### src/rtl/fifo_rd_burst_sched_pkg.sv
// Shared types and helpers for the async FIFO read-domain scheduler.
// Provides the scheduler state enum, default address width and gray-code helpers.
package fifo_rd_burst_sched_pkg;

    localparam int ADDR_W_DEF = 9;
    // Helpers work on a wide container; callers cast to their pointer width.
    localparam int GW = 32;

    typedef enum logic {
        IDLE  = 1'b0,
        BURST = 1'b1
    } sched_state_e;

    function automatic logic [GW-1:0] bin2gray(input logic [GW-1:0] b);
        return b ^ (b >> 1);
    endfunction

    // Prefix XOR from the MSB down, done in log2 steps.
    function automatic logic [GW-1:0] gray2bin(input logic [GW-1:0] g);
        logic [GW-1:0] b;
        b = g;
        for (int s = 1; s < GW; s = s << 1) begin
            b = b ^ (b >> s);
        end
        return b;
    endfunction

endpackage

### src/rtl/fifo_rd_burst_sched_if.sv
// Read-port bundle between the FIFO read scheduler and its consumers/RAM.
// master: drives wptr_s/req/burst_len; slave (scheduler): drives grant..level.
interface fifo_rd_burst_sched_if
    import fifo_rd_burst_sched_pkg::*;
#(
    parameter int Addr_Width = ADDR_W_DEF,
    parameter int NUM_REQ    = 2,
    parameter int BURST_W    = 4
);
    logic [Addr_Width:0]         wptr_s;
    logic [NUM_REQ-1:0]          req;
    logic [NUM_REQ*BURST_W-1:0]  burst_len;
    logic [NUM_REQ-1:0]          grant;
    logic                        ren;
    logic [Addr_Width-1:0]       raddr;
    logic [Addr_Width:0]         rptr;
    logic                        rempty;
    logic                        rd_valid;
    logic [NUM_REQ-1:0]          rd_owner;
    logic [Addr_Width:0]         level;

    modport master (
        output wptr_s, req, burst_len,
        input  grant, ren, raddr, rptr, rempty,
        input  rd_valid, rd_owner, level
    );

    modport slave (
        input  wptr_s, req, burst_len,
        output grant, ren, raddr, rptr, rempty,
        output rd_valid, rd_owner, level
    );
endinterface

### src/rtl/fifo_rd_burst_sched_rr_arbiter.sv
// Combinational round-robin arbiter: picks the first requester after the last winner.
// req_i: requests, last_i: one-hot last winner, gnt_o: one-hot winner (0 if no request).
module rr_arbiter #(
    parameter int NUM_REQ = 2
) (
    input  logic [NUM_REQ-1:0] req_i,
    input  logic [NUM_REQ-1:0] last_i,
    output logic [NUM_REQ-1:0] gnt_o
);
    logic [NUM_REQ-1:0] one;
    logic [NUM_REQ-1:0] thr;
    logic [NUM_REQ-1:0] hi;
    logic [NUM_REQ-1:0] pick;

    assign one  = NUM_REQ'(1);
    // thr-one masks positions at or below the last winner; MSB winner masks all.
    assign thr  = last_i << 1;
    assign hi   = req_i & ~(thr - one);
    assign pick = (|hi) ? hi : req_i;
    // Isolate lowest set bit.
    assign gnt_o = pick & (~pick + one);
endmodule

### src/rtl/fifo_rd_burst_sched.sv
// Read-domain burst scheduler for the async FIFO: RR burst grants, read pointer, empty, level.
// Ports: rclk, rrst (sync active-high), bus (slave modport: wptr_s/req/burst_len in, rest out).
module fifo_rd_burst_sched
    import fifo_rd_burst_sched_pkg::*;
#(
    parameter int Addr_Width = ADDR_W_DEF,
    parameter int NUM_REQ    = 2,
    parameter int BURST_W    = 4
) (
    input logic                  rclk,
    input logic                  rrst,
    fifo_rd_burst_sched_if.slave bus
);
    localparam int PW = Addr_Width + 1;

    sched_state_e       state_q, state_d;
    logic [BURST_W-1:0] cnt_q, cnt_d, len_sel;
    logic [NUM_REQ-1:0] grant_q, grant_d;
    logic [NUM_REQ-1:0] last_q, last_d;
    logic [NUM_REQ-1:0] own_q, own_d;
    logic [NUM_REQ-1:0] win;
    logic [PW-1:0]      rbin_q, rbin_d;
    logic [PW-1:0]      rptr_q, rptr_d;
    logic [PW-1:0]      lvl_q, lvl_d;
    logic               empty_q, empty_d;
    logic               vld_q;
    logic               ren;
    logic               last_rd;

    rr_arbiter #(.NUM_REQ(NUM_REQ)) u_arb (
        .req_i  (bus.req),
        .last_i (last_q),
        .gnt_o  (win)
    );

    assign ren     = (state_q == BURST) && !empty_q;
    assign last_rd = ren && (cnt_q == '0);

    always_comb begin
        len_sel = '0;
        for (int i = 0; i < NUM_REQ; i++) begin
            if (win[i]) len_sel = bus.burst_len[i*BURST_W +: BURST_W];
        end
    end

    // Empty and level use the current wptr_s so a write landing with the
    // last read keeps the FIFO non-empty without a bubble.
    assign rbin_d  = rbin_q + PW'(ren);
    assign rptr_d  = PW'(bin2gray(GW'(rbin_d)));
    assign empty_d = (rptr_d == bus.wptr_s);
    assign lvl_d   = PW'(gray2bin(GW'(bus.wptr_s))) - rbin_d;
    assign own_d   = ren ? grant_q : '0;

    always_ff @(posedge rclk) begin
        if (rrst) begin
            state_q <= IDLE;
            cnt_q   <= '0;
            grant_q <= '0;
            last_q  <= NUM_REQ'(1) << (NUM_REQ - 1);
            rbin_q  <= '0;
            rptr_q  <= '0;
            empty_q <= 1'b1;
            lvl_q   <= '0;
            vld_q   <= 1'b0;
            own_q   <= '0;
        end else begin
            state_q <= state_d;
            cnt_q   <= cnt_d;
            grant_q <= grant_d;
            last_q  <= last_d;
            rbin_q  <= rbin_d;
            rptr_q  <= rptr_d;
            empty_q <= empty_d;
            lvl_q   <= lvl_d;
            vld_q   <= ren;
            own_q   <= own_d;
        end
    end

    always_comb begin
        state_d = state_q;
        unique case (state_q)
            IDLE:  if (|bus.req) state_d = BURST;
            BURST: if (last_rd)  state_d = IDLE;
        endcase
    end

    always_comb begin
        cnt_d   = cnt_q;
        grant_d = grant_q;
        last_d  = last_q;
        if (state_q == IDLE) begin
            if (|bus.req) begin
                cnt_d   = len_sel;
                grant_d = win;
            end
        end else if (ren) begin
            cnt_d = cnt_q - BURST_W'(1);
            if (cnt_q == '0) begin
                grant_d = '0;
                last_d  = grant_q;
            end
        end
    end

    assign bus.grant    = grant_q;
    assign bus.ren      = ren;
    assign bus.raddr    = rbin_q[Addr_Width-1:0];
    assign bus.rptr     = rptr_q;
    assign bus.rempty   = empty_q;
    assign bus.rd_valid = vld_q;
    assign bus.rd_owner = own_q;
    assign bus.level    = lvl_q;
endmodule

### src/flat_wrapper.sv
// flat-port wrapper written by rule: the top's interface ports become plain ports
module fifo_rd_burst_sched_flat import fifo_rd_burst_sched_pkg::*;
#(
    parameter int Addr_Width = ADDR_W_DEF,
    parameter int NUM_REQ    = 2,
    parameter int BURST_W    = 4
)
  (rclk, rrst, bus_wptr_s, bus_req, bus_burst_len, bus_grant, bus_ren, bus_raddr, bus_rptr, bus_rempty, bus_rd_valid, bus_rd_owner, bus_level);
  fifo_rd_burst_sched_if #(.Addr_Width(Addr_Width), .NUM_REQ(NUM_REQ), .BURST_W(BURST_W)) bus_i ();
  input logic rclk;
  input logic rrst;
  input wire logic [$bits(bus_i.wptr_s)-1:0] bus_wptr_s;
  input wire logic [$bits(bus_i.req)-1:0] bus_req;
  input wire logic [$bits(bus_i.burst_len)-1:0] bus_burst_len;
  output wire logic [$bits(bus_i.grant)-1:0] bus_grant;
  output wire logic [$bits(bus_i.ren)-1:0] bus_ren;
  output wire logic [$bits(bus_i.raddr)-1:0] bus_raddr;
  output wire logic [$bits(bus_i.rptr)-1:0] bus_rptr;
  output wire logic [$bits(bus_i.rempty)-1:0] bus_rempty;
  output wire logic [$bits(bus_i.rd_valid)-1:0] bus_rd_valid;
  output wire logic [$bits(bus_i.rd_owner)-1:0] bus_rd_owner;
  output wire logic [$bits(bus_i.level)-1:0] bus_level;
  assign bus_i.wptr_s = bus_wptr_s;
  assign bus_i.req = bus_req;
  assign bus_i.burst_len = bus_burst_len;
  assign bus_grant = bus_i.grant;
  assign bus_ren = bus_i.ren;
  assign bus_raddr = bus_i.raddr;
  assign bus_rptr = bus_i.rptr;
  assign bus_rempty = bus_i.rempty;
  assign bus_rd_valid = bus_i.rd_valid;
  assign bus_rd_owner = bus_i.rd_owner;
  assign bus_level = bus_i.level;
  fifo_rd_burst_sched #(.Addr_Width(Addr_Width), .NUM_REQ(NUM_REQ), .BURST_W(BURST_W)) u_core (.rclk(rclk), .rrst(rrst), .bus(bus_i));
endmodule
### config.mk
export PLATFORM = sky130hd
export DESIGN_NAME = fifo_rd_burst_sched_flat
export DESIGN_NICKNAME = d
export VERILOG_FILES = /design/src/rtl/fifo_rd_burst_sched_pkg.sv /design/src/rtl/fifo_rd_burst_sched_if.sv /design/src/rtl/fifo_rd_burst_sched_rr_arbiter.sv /design/src/rtl/fifo_rd_burst_sched.sv /design/src/flat_wrapper.sv
export SDC_FILE = /design/constraint.sdc
export NUM_CORES = 1
export LEC_CHECK = 0
export BUFFER_PORTS_ARGS = -buffer_cell sky130_fd_sc_hd__buf_2
export CAP_MARGIN = 10
export CORE_MARGIN = 1.5
export CORE_UTILIZATION = 50
export CTS_BUF_LIST = sky130_fd_sc_hd__clkbuf_2
export DETAILED_ROUTE_END_ITERATION = 16
export MAX_ROUTING_LAYER = met4
export PLACE_DENSITY = 0.78
export SLEW_MARGIN = 20
export SYNTH_ARGS = -nofsm -noshare
export SYNTH_HDL_FRONTEND = slang
export SYNTH_SLANG_ARGS = --single-unit
### constraint.sdc
create_clock -name rclk -period 4.7 [get_ports rclk]
set_input_delay 0.94 -clock rclk [delete_from_list [all_inputs] [get_ports rclk]]
set_output_delay 0.94 -clock rclk [all_outputs]
set_load 0.1 [all_outputs]
Word-level counts from Yosys, hierarchy flattened
Cells that the tools add are included.
{"block": "totals", "ff_bits": 42, "input_bits": 22, "output_inout_bits": 36}
{"block": "classes", "n_reduce_logical": 11, "n_addsub": 5, "mux": 13, "n_eq_ne": 3, "bitwise": 12}
{"operator": "XOR 32 x 28 -> 32 bit", "count": 1}
{"operator": "XOR 32 x 30 -> 32 bit", "count": 1}
{"operator": "XOR 26 x 24 -> 26 bit", "count": 1}
{"operator": "two-way mux 4 bit", "count": 5}
{"operator": "XOR 10 x 9 -> 10 bit", "count": 2}
{"operator": "adder 10 x 1 -> 10 bit", "count": 1}
{"operator": "equality test 10 bit", "count": 1}
{"operator": "two-way mux 2 bit", "count": 5}
{"operator": "subtractor 10 bit", "count": 1}
{"operator": "XOR 10 bit", "count": 1}
{"operator": "AND reduction 3 bit", "count": 2}
{"operator": "OR reduction 2 bit", "count": 3}
{"operator": "bitwise AND 2 bit", "count": 2}
{"operator": "zero test 4 bit", "count": 1}
{"operator": "inequality test 2 bit, second input constant", "count": 2}
{"operator": "NOT 2 bit", "count": 2}
{"operator": "subtractor 4 x 1 -> 4 bit, second input constant", "count": 1}
{"operator": "adder 2 x 1 -> 2 bit, second input constant", "count": 1}
{"operator": "logical AND 1 bit", "count": 2}
{"operator": "two-way mux 1 bit", "count": 2}
{"operator": "NOT 1 bit", "count": 2}
{"operator": "one-hot mux 1 bit (2 select lines)", "count": 1}
{"operator": "AND reduction 2 bit", "count": 1}
{"operator": "nonzero test 2 bit", "count": 1}
{"operator": "2 further kinds", "count": 2}

Depth between registers and ports, before layout
Gate-level depths: netlist of run 1.
{"block": "depth", "ltp_word": 12, "ltp_mapped": 16}

Hierarchy
From an unflattened synthesis of run 1, not the netlist that was laid out.
{"block": "hier_totals", "hier_cells": 286, "area_unflattened_um2": 2463.6}
{"mod": "fifo_rd_burst_sched", "cells_each": 283, "seq_area_each_um2": 840.8, "n_inst": 1, "area_per_inst_um2": 2444.8}
{"mod": "rr_arbiter", "cells_each": 3, "seq_area_each_um2": 0.0, "n_inst": 1, "area_per_inst_um2": 18.8}

Worst setup path before layout of run 1
No wires, ideal clock.
{"block": "synth_path", "path_kind": "input-to-reg", "startpoint": "in bus_wptr_s[7]", "endpoint": "reg u_core.lvl_q[8] (netlist: u_core.bus.level[8])", "path_buffers": 1, "setup_slack_ps": 206, "stages": 16, "arrival_time_ps": 4370, "path_cell_list": "clkbuf_2 xor3_2 xnor2_2 xnor2_2 xor2_2 xor2_2 xnor2_1 ha_1 inv_2 fa_1 a21o_1 a21oi_1 o21ai_0 a21o_1 maj3_1 mux2_1"}
{"block": "synth_between", "elab_chain_cells": 6}
{"item": "start, declared", "line_no": "flat_wrapper.sv:12", "rtl": "input wire logic [$bits(bus_i.wptr_s)-1:0] bus_wptr_s;"}
{"item": "XOR 10 x 9 -> 10 bit", "line_no": "fifo_rd_burst_sched_pkg.sv:23", "rtl": "b = b ^ (b >> s);"}
{"item": "XOR 32 x 30 -> 32 bit", "line_no": "fifo_rd_burst_sched_pkg.sv:23"}
{"item": "XOR 32 x 28 -> 32 bit", "line_no": "fifo_rd_burst_sched_pkg.sv:23"}
{"item": "XOR 26 x 24 -> 26 bit", "line_no": "fifo_rd_burst_sched_pkg.sv:23"}
{"item": "XOR 10 bit", "line_no": "fifo_rd_burst_sched_pkg.sv:23"}
{"item": "subtractor 10 bit", "line_no": "fifo_rd_burst_sched.sv:51", "rtl": "assign lvl_d = PW'(gray2bin(GW'(bus.wptr_s))) - rbin_d;"}
{"item": "end signal, assigned", "line_no": "fifo_rd_burst_sched.sv:74", "rtl": "lvl_q <= lvl_d;"}
{"item": "end, declared", "line_no": "fifo_rd_burst_sched.sv:24", "rtl": "logic [PW-1:0] lvl_q, lvl_d;"}
Every way passes these cells.
A chain may end at the register's enable or synchronous reset.

Worst setup path in the final report of run 1
{"block": "layout_path", "startpoint": "in bus_wptr_s[9]", "endpoint": "reg u_core.lvl_q[8] (netlist: u_core.bus.level[8])"}
Same word-level chain as after synthesis.

==> results by group, run 1 <==
Outcome
  – Status: complete, no violations

Global route
  – Initial antenna violation count: 0
  – GRT Util Overall: roughly 22%
  – Largest net degree at the start of global routing: 42
  – Number of global-route vias before repair: between 1500 and 2000
  – Global-route wire length before repair: slightly below 9 mm
  – GRT overflow: 0

Synthesis
  – Net Count, Synth: about 320
  – Area leader, netlist: dfxtp_1
  – Asr flop ratio synth: 0%
  – Largest cells by area after synthesis: dfxtp_1 33%, xnor2_1 10%, nor2_1 6.9%
  – Synthesized flop and latch total: between 40 and 50
  – Post-synth EDFFs: 0
  – Yosys Warn Count: 0
  – Cells after synthesis: 283
  – Post-Syn Area: 2500 sq um
  – Yosys top cell area share: roughly a third
  – Register area share after synthesis: around 33%
  – Post-synth top flop: dfxtp_1
  – Syn avg cell area: around 8.8 sq um
  – Yosys cell types: just under 60

Layout
  – Fin nets: 370
  – Post-route cell area: approximately 2900 sq um
  – Area growth syn-to-layout: 15.3%
  – Most frequent cells in the layout: 57 x buf_2, 46 x nor2_1, 41 x dfxtp_1
  – Antenna diodes: 0
  – Ratio of cells with drive above 1 in the final layout: between 20% and 30%
  – Commonest non-fill, non-tap cell in the layout: buf_2
  – Cell Count, Final, Fillers Out: 405
  – Fill count: ~440

Clocking
  – Hold buffer count at cts: 0
  – Clock latency at the later pin of the worst-skew pair: around 0.42 ns
  – CTS tree: yes
  – CTS clk-pin slew, worst paths: between 0.15 and 0.2 ns
  – Clock root cell: clkbuf_2
  – Post-CTS sizing: 0
  – CTS Buffer Depth: 2
  – Htree depth: 2
  – Clk sink count: 41
  – CTS Buf Count: 5
  – Post-CTS setup repair buffer count: 0

Placement
  – Number of I/O port buffers: between 50 and 60
  – Final estimated routing congestion in global placement: between 0.9 and 1
  – Dpl cell area: 2840 sq um
  – Cells after DPL: around 400
  – HPWL after DPL: 4.14 mm

Route
  – # DRC: 0
  – Vias per cell: 5.43
  – DR WL/cell: 13.4 um
  – Post-Route WL: roughly 5.4 mm
  – Antenna-violating nets left: 0
  – Initial DRC count: 140
  – Vias after detailed routing: approximately 2200
  – Pre-antenna DRT Iters: 4

STA
  – Min cycle time layout: about 4.2 ns
  – Final Cycle Share: between 80% and 90%
  – RSZ-0062 raised after global routing: no
  – Final setup viols: 0
  – Max Clk Rate: 237 MHz
  – Final Max Slew Viols: 0
  – Rel. slew slack: around half
  – Clock skew: approximately 0.022 ns
  – Hold_ws: 0.505 ns
  – Worst-Margin Slew: between 0.7 and 0.8 ns
  – Final Hold Fails: 0
  – Final setup TNS: 0 ns

Critical path
  – CP max-delay cell: xor3_2
  – Worst Path Required: about 5.0 ns
  – Crit. path cell count: 16
  – R2R depth: 12
  – Arr. time, crit path: 4.53 ns
  – Largest fanout on the critical path: 5
  – Reg2Reg Setup Slack: 1.17 ns
  – CP bufs+invs: 2
  – CP Launch Type: primary input
  – CP cell instances: buf_2, xor3_2, xnor2_2, xnor2_2, xor2_2, xor2_2, xnor2_1, ha_1, inv_2, fa_1, a21o_1, a21oi_1, o21ai_0, a21o_1, maj3_1, mux2_1
  – CP max stage delay: around 0.52 ns
  – Delay-heaviest family, CP: XOR/XNOR gates
  – Critical path class: in2reg
  – Crit end category: flop

Floorplan
  – Die span in y: 73.7 um
  – IO Pins: 58
  – Die X: around 74 um
  – Std-Cell Rows: 25
  – Core ar.: 4790 sq um
  – Die Area: around 5400 sq um
  – Initial Util: approximately 52%

Hold path
  – Hold Path Cell Cnt: 1
  – Min-Delay Path Class: reg2reg

Power and ir drop
  – Worst IR Drop VDD: 0.324 mV
  – NetSw: ~0.00056 W
  – Reg power frac: a little over a third
  – Sw frac: 48.5%
  – Pwr Density: about 400 nW/um^2
  – Internal power: 0.000592 W
  – Gate power share: about half
  – Static leakage: between 1 and 1.5 nW
  – Clock group share of total power: between 10% and 20%

Flow run
  – Max cap viols: 0
-- state kept, by name (all words and copies together) (netlist names) --
signal               flops
u_core.bus.grant         2
u_core.bus.rptr         10
u_core.bus.rd_owner      2
u_core.bus.rempty        1
u_core.state_q           1
u_core.rbin_q            9
u_core.bus.rd_valid      1
u_core.cnt_q             4
u_core.last_q            1
u_core.bus.level        10
-- logic make-up (layout without fill, tap and decap cells) --
logic type / count (synthesis) / in the layout / synth area share [%]
xor gates and xnor gates: 49 / 49 / 19.8
adders and majority gates: 12 / 12 / 6.20
and+or+nand+nor: 103 / 103 / 20.7
DFF: 41 / 41 / 32.8
buffers and inverters: 23 / 78 / 3.70
AOI/OAI and AO/OA: 48 / 48 / 13.9
muxes: 7 / 7 / 2.95
-- path summary, 6_finish.rpt --
kind                                           from                endpoint
worst max-delay path                  bus_wptr_s[9]     u_core.bus.level[8]
worst min-delay path            u_core.bus.grant[1]  u_core.bus.rd_owner[1]
worst max register to register       u_core.state_q     u_core.bus.level[8]
worst min register to register  u_core.bus.grant[1]  u_core.bus.rd_owner[1]
-- power groups by stage --
stage          sequential, W  clock [W]  combinational (W)
6_report            0.000403   0.000154           0.000592
2_1_floorplan       0.000655          0           0.000235
5_1_grt             0.000408   0.000174           0.000633
3_5_place_dp        0.000410          0           0.000589
3_3_place_gp        0.000410          0           0.000582
4_1_cts             0.000403   0.000159           0.000592
-- metrics by stage --
step | power, W | util (%) | worst slack [ns]
4_1_cts | 0.00115 | 60.3 | 0.530
5_1_grt | 0.00122 | 60.3 | 0.343
3_5_place_dp | 0.000998 | 59.4 | 0.0801
3_3_place_gp | 0.000992 | 59.4 | 0.180
2_1_floorplan | 0.000890 | - | 0.206
6_report | 0.00115 | 60.3 | 0.487
-- routing by layer --
metal / vias up / wire, um / global-route usage (%)
li1: 1090 / - / -
met1: 1007 / 2470 / 27.5
met2: 87 / 2500 / 33.6
met3: 14 / 359 / 5.62
met4: 0 / 116 / 9.26
met5: - / 0 / -
-- layout make-up --
cell class / instances / area, sq um / share of cell area, %
clock buffer: 5 / 25.0 / 0.867
clock inverter: 3 / 17.5 / 0.607
inverter: 9 / 33.8 / 1.17
multi-input combinational: 219 / 1590 / 55.1
sequential: 41 / 821 / 28.4
tap: 67 / 83.8 / 2.91
timing repair buffer: 61 / 315 / 10.9
-- worst register-to-register path, stage by stage, from the launching register on --
cell and delay [ns]:
dfxtp_1 0.49, nand2b_1 0.17, inv_1 0.13, ha_1 0.56, nand2_1 0.14, xor2_1 0.30
ha_1 0.33, a21o_1 0.19, a21oi_1 0.17, o21ai_0 0.13, a21o_1 0.18, maj3_1 0.35
mux2_1 0.31
-- cell usage after synthesis (5+ instances only) --
cell / count
a211oi_1: 6
a21oi_1: 5
clkbuf_1: 8
dfxtp_1: 41
ha_1: 10
inv_1: 8
nand2_1: 13
nand2b_1: 5
nor2_1: 46
nor2b_1: 7
o21ai_0: 8
xnor2_1: 29
xor2_1: 13
Note: power is estimated with default switching activity, not from simulation.
==> run 2: changes to the inputs <==
--- a/config.mk
+++ b/config.mk
@@ -5,6 +5,7 @@
 export SDC_FILE = /design/constraint.sdc
 export NUM_CORES = 1
 export LEC_CHECK = 0
+export ABC_AREA = 1
 export BUFFER_PORTS_ARGS = -buffer_cell sky130_fd_sc_hd__buf_2
 export CAP_MARGIN = 10
 export CORE_MARGIN = 1.5
==> results by group, run 2 <==
Outcome
  – Status: complete, no violations

Power and ir drop
  – Clock group share of total power: between 15 and 20%
  – NetSw: between 0.0005 and 0.0006 W
  – Worst IR Drop VDD: 0.156 mV
  – Sw frac: a little under half
  – Gate power share: a little under half
  – Static leakage: 1.50 nW
  – Pwr Density: roughly 380 nW/um^2
  – Internal power: 0.000590 W
  – Reg power frac: a little over a third

Global route
  – Number of global-route vias before repair: ~2200
  – Largest net degree at the start of global routing: 30
  – GRT Util Overall: between 20% and 30%
  – Global-route wire length before repair: 9.29 mm
  – Initial antenna violation count: 0
  – GRT overflow: 0

Clocking
  – Htree depth: 2
  – CTS Buffer Depth: 2
  – Clk sink count: 41
  – Post-CTS sizing: 0
  – CTS Buf Count: 5
  – Clock latency at the later pin of the worst-skew pair: around 0.40 ns
  – Post-CTS setup repair buffer count: 0
  – CTS tree: yes
  – CTS clk-pin slew, worst paths: around 0.19 ns
  – Clock root cell: clkbuf_2
  – Hold buffer count at cts: 0

Synthesis
  – Simple-Gate Fraction of Synth Area: between 30% and 40%
  – Syn avg cell area: roughly 6.7 sq um
  – Synthesized flop and latch total: 41
  – Post-Syn Area: about 2500 sq um
  – Yosys top cell area share: about a third
  – Yosys cell types: 28
  – Adder-Cell Fraction of Synth Area: under 10%
  – Yosys Warn Count: 0
  – Register area share after synthesis: about a third
  – Post-synth EDFFs: 0
  – Post-synth top flop: dfxtp_1
  – Top-count cell post-synth: nand2_1
  – Asr flop ratio synth: 0%
  – Top cells by count, synth: 106 x nand2_1, 52 x inv_1, 41 x dfxtp_1
  – Area leader, netlist: dfxtp_1
  – Net Count, Synth: slightly above 400
  – Post-synthesis compound-gate area fraction: about a tenth
  – Largest cells by area after synthesis: dfxtp_1 33%, nand2_1 16%, nand3_1 8.1%
  – Cells after synthesis: 371
  – Post-synthesis mux area share: 0%
  – Post-synthesis xor/xnor area fraction: ~7.4%
  – Combinational family with the most area after synthesis: simple AND/OR/NAND/NOR gates

Floorplan
  – Die Area: approximately 5400 sq um
  – Core ar.: ~4800 sq um
  – Std-Cell Rows: 25
  – Initial Util: between 50% and 60%
  – Die X: about 73 um
  – Die span in y: about 73 um
  – IO Pins: 58

Route
  – Vias per cell: ~5
  – DR WL/cell: approximately 11 um
  – Initial DRC count: between 150 and 200
  – Post-Route WL: 5.67 mm
  – # DRC: 0
  – Pre-antenna DRT Iters: 4
  – Antenna-violating nets left: 0
  – Vias after detailed routing: 2492

Placement
  – HPWL after DPL: 4.42 mm
  – Number of I/O port buffers: 57
  – Post-place setup slack: approximately 1.1 ns
  – Cells after DPL: 490
  – Final estimated routing congestion in global placement: ~0.86

STA
  – Rel. slew slack: just over 60%
  – Final setup TNS: 0 ns
  – Final setup viols: 0
  – Hold_ws: around 0.46 ns
  – Worst-Margin Slew: between 0.5 and 0.6 ns
  – RSZ-0062 raised after global routing: no
  – Min cycle time layout: 3.17 ns
  – Final Cycle Share: 67.5%
  – Final Hold Fails: 0
  – Clock skew: approximately 0.011 ns
  – Max Clk Rate: 315 MHz
  – Setup ws final: around 1.5 ns
  – Final Max Slew Viols: 0

Critical path
  – Worst Path Required: just over 5 ns
  – Arr. time, crit path: 3.52 ns
  – Reg2Reg Setup Slack: 1.75 ns
  – Critical path class: in2reg
  – Largest fanout on the critical path: 4
  – Crit end category: flop
  – CP Launch Type: primary input

Layout
  – Commonest non-fill, non-tap cell in the layout: nand2_1
  – Ratio of cells with drive above 1 in the final layout: 18.1%
  – Area growth syn-to-layout: 16.6%
  – Most frequent cells in the layout: 106 x nand2_1, 57 x buf_2, 52 x inv_1
  – Antenna diodes: 0
  – Fin nets: 463
  – Cell Count, Final, Fillers Out: 498

Flow run
  – Max cap viols: 0

Hold path
  – Min-Delay Path Class: reg2reg
-- run 2: changes by cell type after synthesis, moves of 5 or more --
cell / delta
nand2_1: +93
inv_1: +44
nand3_1: +36
a21oi_1: +25
xnor2_1: -24
nor2_1: -13
nor2b_1: -7
xor2_1: -7
a211oi_1: -6
nand2_2: +5
nand2b_1: -5
-- run 2: per-layer routing --
layer  vias to the layer above  wire length [um]  part of all wire, %  GRT usage [%]
li1                       1305                 -                    -              -
met1                      1126              2500                   44           26.1
met2                        55              2780                   49           39.9
met3                         6               309                  5.5           5.21
met4                         0                71                  1.3           7.00
met5                         -                 0                    0              -
-- run 2: area by class of cell --
| class | instances | area, sq um |
|---|---|---|
| Fill cell | 493 | 1870 |
| Multi-Input combinational cell | 272 | 1430 |
| Sequential cell | 41 | 821 |
| Timing Repair Buffer | 57 | 285 |
| Inverter | 53 | 199 |
| Tap cell | 67 | 83.8 |
| Clock inverter | 2 | 33.8 |
| Clock buffer | 6 | 30.0 |
-- run 2: path summary, 6_finish.rpt --
path,to,cells after the start,start
worst max register to register,u_core.bus.level[9],17,u_core.state_q
worst min-delay path,u_core.bus.rd_owner[1],2,u_core.bus.grant[1]
worst max-delay path,u_core.bus.level[8],17,bus_wptr_s[9]
worst min register to register,u_core.bus.rd_owner[1],2,u_core.bus.grant[1]
-- run 2: metrics by stage --
| step | total power, W | utilization [%] | instance area, sq um |
|---|---|---|---|
| 2_1_floorplan | 0.000814 | - | 2480 |
| 4_1_cts | 0.00110 | 60.7 | 2890 |
| 5_1_grt | 0.00116 | 60.7 | 2890 |
| 6_report | 0.00109 | 60.7 | 2890 |
| 3_5_place_dp | 0.000896 | 59.4 | 2820 |
| 3_3_place_gp | 0.000885 | 59.4 | 2820 |
-- run 2: power groups by stage --
stage,combinational [W],clock [W],sequential (W)
3_3_place_gp,0.000481,0,0.000405
4_1_cts,0.000492,0.000211,0.000398
3_5_place_dp,0.000490,0,0.000405
2_1_floorplan,0.000203,0,0.000610
5_1_grt,0.000534,0.000225,0.000403
6_report,0.000493,0.000203,0.000398
-- run 2: worst max-delay path: stages --
cell,delay [ns]
buf_2,0.10
inv_1,0.07
nand2_1,0.07
nand2_2,0.12
xor2_4,0.23
xor2_4,0.24
xor2_2,0.23
xor2_1,0.19
ha_1,0.17
inv_1,0.06
fa_1,0.42
nand4_1,0.12
o211ai_1,0.13
nand2_1,0.08
nand3_1,0.08
and3_1,0.15
nor3_1,0.12
-- run 2: cells by family after synthesis --
logic type	after synthesis
buffers and inverters	58
xor gates and xnor gates	15
DFF	41
AOI/OAI and AO/OA	46
and+or+nand+nor	200
adders and majority gates	11
==> run 3: changes to the inputs <==
--- a/config.mk
+++ b/config.mk
@@ -5,15 +5,15 @@
 export SDC_FILE = /design/constraint.sdc
 export NUM_CORES = 1
 export LEC_CHECK = 0
-export ABC_AREA = 1
+export ABC_AREA = 0
 export BUFFER_PORTS_ARGS = -buffer_cell sky130_fd_sc_hd__buf_2
 export CAP_MARGIN = 10
 export CORE_MARGIN = 1.5
-export CORE_UTILIZATION = 50
+export CORE_UTILIZATION = 56
 export CTS_BUF_LIST = sky130_fd_sc_hd__clkbuf_2
 export DETAILED_ROUTE_END_ITERATION = 16
 export MAX_ROUTING_LAYER = met4
-export PLACE_DENSITY = 0.78
+export PLACE_DENSITY = 0.83
 export SLEW_MARGIN = 20
 export SYNTH_ARGS = -nofsm -noshare
 export SYNTH_HDL_FRONTEND = slang
==> constraint.sdc (replaced) <==
create_clock -name rclk -period 3.09 [get_ports rclk]
set_input_delay 0.618 -clock rclk [delete_from_list [all_inputs] [get_ports rclk]]
set_output_delay 0.618 -clock rclk [all_outputs]
set_load 0.1 [all_outputs]
==> results by group, run 3 (synthesized netlist as in run 1, its figures left out) <==
Hold path
  – Hold Path Cell Cnt: 1
  – Worst Hold End: u_core.bus.rd_owner[1]
  – HP Start: u_core.bus.grant[1]
  – Min-Delay Path Class: reg2reg

Route
  – Post-Route WL: 6.19 mm
  – Vias after detailed routing: roughly 2400
  – DR WL/cell: between 10 and 15 um
  – Pre-antenna DRT Iters: 4
  – Antenna-violating nets left: 0
  – Initial DRC count: about 170
  – Vias per cell: around 5.6
  – # DRC: 0

Critical path
  – R2R depth: 12
  – Reg2Reg Setup Slack: around 0.2 ns
  – Crit end category: flop
  – Reg2reg start: u_core.bus.rempty
  – RR Endpoint: u_core.bus.level[8]
  – Worst Path Required: about 3.4 ns
  – CP cell instances: buf_6, xor3_2, xnor2_4, xnor2_2, xor2_2, xor2_2, xnor2_2, ha_2, inv_2, fa_2, a21o_1, a21oi_2, o21ai_2, a21o_1, maj3_2, mux2_4
  – CP max-delay cell: xor3_2
  – CP max stage delay: between 0.4 and 0.5 ns
  – Critical path class: in2reg
  – CP Launch Type: primary input
  – Largest fanout on the critical path: 2
  – Arr. time, crit path: between 3 and 4 ns

Placement
  – Dpl cell area: between 3000 and 4000 sq um
  – Final estimated routing congestion in global placement: just over 0.9
  – HPWL after DPL: about 4.6 mm
  – Number of I/O port buffers: 57

Global route
  – GRT Util Overall: a little over a quarter
  – Initial antenna violation count: 0
  – Global-route wire length before repair: about 10 mm
  – Largest net degree at the start of global routing: 42
  – Number of global-route vias before repair: between 2000 and 2500
  – GRT overflow: 0

Floorplan
  – Core ar.: roughly 4300 sq um
  – Die Area: 4880 sq um
  – Die span in y: roughly 70 um
  – Std-Cell Rows: 24
  – IO Pins: between 50 and 60
  – Initial Util: 57.9%
  – Die X: roughly 70 um

Outcome
  – Failing checks: setup timing
  – Status: finished with violations

Clocking
  – CTS Buf Count: 5
  – Hold buffer count at cts: 0
  – Htree depth: 2
  – Clock root cell: clkbuf_2
  – CTS tree: yes
  – CTS Buffer Depth: 2
  – Clk sink count: between 40 and 50
  – Clock latency at the later pin of the worst-skew pair: about 0.42 ns
  – CTS clk-pin slew, worst paths: around 0.23 ns

Layout
  – Antenna diodes: 0
  – Post-route cell area: approximately 3300 sq um
  – Most frequent cells in the layout: 55 x buf_2, 45 x nor2_1, 44 x buf_4
  – Ratio of cells with drive above 1 in the final layout: a little over a third
  – Area growth syn-to-layout: 32.2%
  – Layout Utilization: between 70% and 80%
  – Fin nets: around 400
  – Commonest non-fill, non-tap cell in the layout: buf_2

STA
  – Final setup viols: 5
  – Final Max Slew Viols: 0
  – Final Hold Fails: 0
  – Rel. slew slack: between 40 and 50%
  – Final Cycle Share: 115%
  – Setup ws final: -0.453 ns
  – Clock skew: approximately 0.035 ns
  – Max Clk Rate: about 280 MHz
  – Worst-Margin Slew: roughly 0.79 ns
  – RSZ-0062 raised after global routing: yes
  – Min cycle time layout: ~3.5 ns

Power and ir drop
  – Internal power: 0.00114 W
  – Total Power: between 0.002 and 0.0025 W
  – Worst IR Drop VDD: roughly 0.61 mV
  – Pwr Density: about 630 nW/um^2
  – Clock group share of total power: 15.7%
  – Gate power share: a little under three fifths
  – Sw frac: 45.3%
  – NetSw: roughly 0.00095 W
  – Reg power frac: 29.2%
  – Static leakage: 1.51 nW

Flow run
  – Max cap viols: 0
==> run 3: cell types whose count changed in the layout (fill, tap and decap cells not counted), sizes merged, moves of 25 or more <==
| cell | delta |
|---|---|
| inv | -44 |
| buf | +44 |
| xnor2 | +27 |
| nand2 | -98 |
| a21oi | -25 |
| nand3 | -36 |
==> run 3: what timing repair did <==
item,CTS,global route
setup endpoints to repair,4,6
pin swaps,14,9
setup buffers,3,4
resized for setup,4,8
==> run 3: how the worst max path moves through the flow <==
stage	start	to	cells after the start
3_5_place_dp	bus_wptr_s[9]	u_core.bus.level[8]	16
2_1_floorplan	bus_wptr_s[7]	u_core.bus.level[8]	16
5_1_grt	bus_wptr_s[8]	u_core.bus.level[8]	16
3_3_place_gp	bus_wptr_s[9]	u_core.bus.level[8]	16
6_report	bus_wptr_s[8]	u_core.bus.level[8]	16
4_1_cts	bus_wptr_s[8]	u_core.bus.level[8]	16
==> run 3: per-layer routing <==
metal / routed length [um] / up-vias / GRT usage, %
met5: 0 / - / -
li1: - / 1170 / -
met2: 3040 / 76 / 44.1
met3: 344 / 14 / 6.10
met4: 124 / 0 / 10.5
met1: 2680 / 1129 / 32.1
==> run 3: power by group through the flow <==
stage          sequential, W  combinational, W  clock (W)
2_1_floorplan       0.000996          0.000392          0
3_3_place_gp        0.000621           0.00101          0
3_5_place_dp        0.000621           0.00104          0
4_1_cts             0.000610           0.00107   0.000334
5_1_grt             0.000616           0.00122   0.000353
6_report            0.000610           0.00115   0.000327
==> run 3: critical path: cells and delay by family <==
family / cells / cell delay [ns]
AOI/OAI and AO/OA: 4 / 0.58
xor gates and xnor gates: 6 / 1.43
adders and majority gates: 3 / 0.85
buffers and inverters: 2 / 0.11
muxes: 1 / 0.29
==> run 3: cell type report <==
type / count / area (sq um)
fill: 307 / 1020
timing repair buffer: 101 / 628
inverter: 9 / 37.5
sequential: 41 / 825
tap: 52 / 65.1
clock buffer: 5 / 25.0
clock inverter: 3 / 43.8
multi-input combinational: 219 / 1680
==> run 3: stage by stage <==
step	hold WS [ns]	cells	worst slack, ns	setup TNS [ns]
final	0.502	430	-0.453	-0.932
after detailed placement	0.467	416	-1.02	-3.87
after floorplan	0.474	283	-1.03	-2.84
after CTS	0.497	427	-0.462	-0.696
after global routing	0.517	430	-0.591	-1.64
after global placement	0.465	416	-0.922	-2.96
